--- src/rtl/eth_pcs_rx_block_sync_pkg.sv ---
// Shared 10G PCS receive parameters and the block-sync state type.
package eth_pcs_rx_block_sync_pkg;

  localparam int unsigned W_SYNC    = 2;
  localparam logic [1:0]  SYNC_DATA = 2'b01;
  localparam logic [1:0]  SYNC_CTRL = 2'b10;

  localparam int unsigned SH_VAL_TH     = 64;
  localparam int unsigned W_SH_VAL_TH   = $clog2(SH_VAL_TH);
  localparam int unsigned SH_INVAL_TH   = 16;
  localparam int unsigned W_SH_INVAL_TH = $clog2(SH_INVAL_TH);

  typedef enum logic [1:0] {
    HUNT,
    SLIP,
    LOCKED
  } blk_sync_state_t;

endpackage

--- src/rtl/eth_pcs_rx_block_sync.sv ---
// 64b/66b block synchronizer: tracks sync-header validity, requests gearbox
// bit slips while hunting and reports block lock to the decoder.
module eth_pcs_rx_block_sync #(
  parameter int unsigned SH_VAL_TH   = eth_pcs_rx_block_sync_pkg::SH_VAL_TH,
  parameter int unsigned SH_INVAL_TH = eth_pcs_rx_block_sync_pkg::SH_INVAL_TH,
  parameter int unsigned SLIP_WAIT   = 2
) (
  input  logic                                         clk,
  input  logic                                         rst,
  input  logic                                         i_hdr_valid,
  input  logic [eth_pcs_rx_block_sync_pkg::W_SYNC-1:0] i_sync_hdr,
  output logic                                         o_slip,
  output logic                                         o_block_lock,
  output logic [$clog2(SH_INVAL_TH):0]                 o_sh_inval_cnt
);
  import eth_pcs_rx_block_sync_pkg::*;

  localparam int unsigned CNT_W  = $clog2(SH_VAL_TH);
  localparam int unsigned INV_W  = $clog2(SH_INVAL_TH) + 1;
  localparam int unsigned WAIT_W = $clog2(SLIP_WAIT + 1);

  localparam logic [CNT_W-1:0]  SH_CNT_MAX = CNT_W'(SH_VAL_TH - 1);
  localparam logic [INV_W-1:0]  INV_LIMIT  = INV_W'(SH_INVAL_TH);
  localparam logic [WAIT_W-1:0] WAIT_LOAD  = WAIT_W'(SLIP_WAIT);
  localparam logic [WAIT_W-1:0] WAIT_LAST  = WAIT_W'(1);

  blk_sync_state_t   state_q, state_d;
  logic [CNT_W-1:0]  sh_cnt_q, sh_cnt_d;
  logic [INV_W-1:0]  inval_q, inval_d, inval_inc;
  logic [WAIT_W-1:0] wait_q, wait_d;
  logic              lock_q, lock_d;
  logic              slip_q, slip_d;
  logic              hdr_ok;

  assign hdr_ok = (i_sync_hdr == SYNC_DATA) || (i_sync_hdr == SYNC_CTRL);

  always_ff @(posedge clk) begin
    if (rst) begin
      state_q  <= HUNT;
      sh_cnt_q <= '0;
      inval_q  <= '0;
      wait_q   <= '0;
      lock_q   <= 1'b0;
      slip_q   <= 1'b0;
    end else begin
      state_q  <= state_d;
      sh_cnt_q <= sh_cnt_d;
      inval_q  <= inval_d;
      wait_q   <= wait_d;
      lock_q   <= lock_d;
      slip_q   <= slip_d;
    end
  end

  always_comb begin
    state_d   = state_q;
    sh_cnt_d  = sh_cnt_q;
    inval_d   = inval_q;
    wait_d    = wait_q;
    lock_d    = lock_q;
    slip_d    = 1'b0;
    inval_inc = inval_q + {{(INV_W-1){1'b0}}, ~hdr_ok};

    if (i_hdr_valid) begin
      unique case (state_q)
        HUNT: begin
          if (hdr_ok) begin
            if (sh_cnt_q == SH_CNT_MAX) begin
              state_d  = LOCKED;
              sh_cnt_d = '0;
              inval_d  = '0;
              lock_d   = 1'b1;
            end else begin
              sh_cnt_d = sh_cnt_q + 1'b1;
            end
          end else begin
            state_d  = SLIP;
            slip_d   = 1'b1;
            sh_cnt_d = '0;
            wait_d   = WAIT_LOAD;
          end
        end

        SLIP: begin
          // Headers here come from a gearbox still settling; only count them.
          wait_d = wait_q - 1'b1;
          if (wait_q == WAIT_LAST) begin
            state_d = HUNT;
          end
        end

        LOCKED: begin
          // Loss of lock outranks the window-end clear on the same strobe.
          if (!hdr_ok && (inval_inc == INV_LIMIT)) begin
            state_d  = SLIP;
            lock_d   = 1'b0;
            slip_d   = 1'b1;
            sh_cnt_d = '0;
            inval_d  = '0;
            wait_d   = WAIT_LOAD;
          end else if (sh_cnt_q == SH_CNT_MAX) begin
            sh_cnt_d = '0;
            inval_d  = '0;
          end else begin
            sh_cnt_d = sh_cnt_q + 1'b1;
            inval_d  = inval_inc;
          end
        end

        default: begin
          state_d = HUNT;
        end
      endcase
    end
  end

  assign o_slip         = slip_q;
  assign o_block_lock   = lock_q;
  assign o_sh_inval_cnt = inval_q;

endmodule

--- config.mk ---
export PLATFORM = sky130hd
export DESIGN_NAME = eth_pcs_rx_block_sync
export DESIGN_NICKNAME = d
export VERILOG_FILES = /design/src/rtl/eth_pcs_rx_block_sync_pkg.sv /design/src/rtl/eth_pcs_rx_block_sync.sv
export SDC_FILE = /design/constraint.sdc
export NUM_CORES = 1
export LEC_CHECK = 0
export CAP_MARGIN = 20
export CORE_MARGIN = 3
export CORE_UTILIZATION = 55
export DETAILED_ROUTE_END_ITERATION = 8
export GPL_ROUTABILITY_DRIVEN = 0
export PLACE_DENSITY = 0.9
export SYNTH_ARGS = -nofsm -noshare
export SYNTH_HDL_FRONTEND = slang
export SYNTH_SLANG_ARGS = --single-unit
--- constraint.sdc ---
create_clock -name clk -period 5.95 [get_ports clk]
set_input_delay 1.785 -clock clk [delete_from_list [all_inputs] [get_ports clk]]
set_output_delay 1.785 -clock clk [all_outputs]
set_load 0.02 [all_outputs]
==> impl_metrics.toml <==
[status]
status = "finished, final reports clean"

[cts]
cts_buffers = 3
clk_pin_slew_ns = 0.11
cts_tree = "done"
clockBufferDepth = 2
cts-resized-gates = 0
root_buffer = "clkbuf_4"
clk-insertion-delay-late_ns = 0.30
cts_htree_levels = 1
cts_setup_buffers = 0
hold_buffers = 0
cts_sinks = 17

[worst_setup_path]
rr_worst_depth = 7
worstSetupPathType = "primary input to register"
ff2ff_setup_slack_ns = 3.80
crit_required_ns = 6.18
r2r_end = "o_block_lock"
critPathArrivalTime_ns = 4.44
worstSetupStartpointType = "primary input"
critical_path.endpoint_type = "register"
cp_max_fo = 6
r2r-start = "state_q[0]"

[worst_hold_path]
min_path_cells = 2
hold_start = "sh_cnt_q[1]"
holdCritPathClass = "register to register"
min_to = "sh_cnt_q[1]"

[timing]
worstMarginPinSlew_ns = 0.558
fin_tns_setup_ns = 0
finalCritPeriodShare_pct = 70.8
finalCriticalPeriod_ns = 4.21
relSlewSlack_pct = 62.7
fin_skew_ns = 0.0104
fmax_mhz = 237
rsz0062_at_grt = "no"
final_max_slew_viol_count = 0
hold_viol = 0
setup_viol = 0

[synth]
synth.distinct_cells = 39
synth_edf_count = 0
synth-seq-cells = 17
seq_area_frac_synth_pct = 32.8
synthFlopType = "dfxtp_1"
async_reset_ff_share_pct = 0
syn_area_mm2 = 0.00104
synthCells = 127
ys.warnings.count = 0
syn_nets = 139
syn_area_per_cell_um2 = 8.17

[pwr]
cellPowerDensity_mw_per_mm2 = 193
p_total_uw = 230
p_leak_uw = 0.000424
peakVddDrop_v = 0.000128

[finish]
post_route_cells_drive_above_1_share_pct = 8.70
final_area_mm2 = 0.00119
n_antenna_cell = 0
nets = 151
syn2layout_area_growth_pct = 14.7
final_common_cell = "dfxtp_1"
most-common-layout-cells = "17 x dfxtp_1, 14 x nand2_1, 11 x a21oi_1, 11 x clkdlybuf4s50_1, 9 x o21ai_0"

[place]
io_buffer_count = 11
dpl.hpwl_um = 1840
dpl_cell_area_mm2 = 0.00116

[global_routing]
gr-total-overflow = 0
grt_pass1_wl_um = 4220
grt_max_degree = 15
antenna_found_initial = 0
track_usage_pct = 22.1
grt_pass1_vias = 1006

[flow_run]
max_cap_viol_count = 0

[drt]
via_count = 1018
avgViaCountPerCell = 6.25
wl_per_cell_um = 15.2
dr.pass1.iters = 4
remaining_drc_errors = 0
ant_nets = 0
routed_wl_um = 2470
drt-initial-drc-count = 30

[die]
row_count = 15
io_pins = 12
die_w_um = 49.4
die_area_mm2 = 0.00244
start_util_pct = 59.4
core_mm2 = 0.00175
die_h_um = 49.4
-- cells by family after synthesis --
kind of cell / count (synthesis) / share of synthesized area [%]
flops: 17 / 32.8
buf+inv: 10 / 3.74
fa+ha+maj: 7 / 8.44
mux: 1 / 1.09
xor+xnor: 3 / 3.26
compound gates: 39 / 24.5
simple gates: 50 / 26.2
-- how the worst max path moves through the flow --
stage | from | to | slack [ns] | cells after the start
after global placement | i_sync_hdr[1] | wait_q[0] | 1.56 | 9
final | i_sync_hdr[0] | wait_q[0] | 1.74 | 9
after floorplan | i_sync_hdr[1] | wait_q[0] | 2.15 | 8
after detailed placement | i_sync_hdr[0] | wait_q[0] | 1.45 | 9
after CTS | i_sync_hdr[0] | wait_q[0] | 1.77 | 9
after global routing | i_sync_hdr[1] | wait_q[0] | 1.66 | 9
-- report_power, final --
| group | total [µW] | leakage (µW) | switching, µW | internal, µW |
|---|---|---|---|---|
| Combinational | 46.0 | 0.000268 | 27.4 | 18.6 |
| Sequential | 120 | 0.000138 | 2.47 | 118 |
| Clock | 63.9 | 0.0000177 | 38.8 | 25.1 |
-- stage by stage --
step / hold slack [ns] / worst slack (ns) / cells / utilization, %
floorplan: 0.444 / 2.15 / 127 / -
CTS: 0.482 / 1.77 / 163 / 68.2
global placement: 0.454 / 1.56 / 159 / 66.6
finish: 0.479 / 1.74 / 163 / 68.2
detailed placement: 0.468 / 1.45 / 159 / 66.6
global route: 0.507 / 1.66 / 163 / 68.2
-- critical path, cell delays in order --
cell	delay (ns)
clkdlybuf4s50_1	0.50
xor2_2	0.32
inv_1	0.13
ha_1	0.24
ha_1	0.33
nor4_4	0.37
a21boi_2	0.14
or4_1	0.48
a21oi_1	0.14
-- Yosys cell counts (2+ instances only) --
library cell / number / area [µm²]
nand3_1: 6 / 30.0
nor2_1: 7 / 26.3
nand2_1: 14 / 52.6
and2_1: 2 / 12.5
clkbuf_1: 3 / 11.3
o21ai_0: 9 / 45.0
nand4_1: 2 / 12.5
a22oi_1: 2 / 15.0
dfxtp_1: 17 / 340
nor2b_1: 2 / 12.5
nor3b_1: 2 / 15.0
ha_1: 7 / 87.6
inv_1: 6 / 22.5
and3_1: 3 / 18.8
o21a_1: 2 / 15.0
o31ai_1: 2 / 15.0
nor3_1: 4 / 20.0
a31oi_1: 4 / 25.0
or4_1: 2 / 15.0
nand2b_1: 2 / 12.5
a21oi_1: 11 / 55.1
-- metal layers --
metal / GRT usage (%) / up-vias / part of all wire, %
li1: - / 487 / -
met1: 24.5 / 484 / 39
met2: 38.8 / 36 / 53
met3: 4.59 / 11 / 5.2
met4: 12.4 / 0 / 3.0
met5: 0 / - / 0
-- registers in the layout, indices dropped and copies added, names as in the netlist --
register / cells
o_sh_inval_cnt: 5
state_q: 2
o_slip: 1
sh_cnt_q: 6
wait_q: 2
o_block_lock: 1
-- final cells by class --
class	instances	area [µm²]
Multi-Input combinational cell	100	658
Fill cell	143	556
Sequential cell	17	340
Timing Repair Buffer	11	110
Tap cell	25	31.3
Clock buffer	3	22.5
Inverter	6	22.5
Clock inverter	1	5.00
Power figures use the tool's default switching activity.
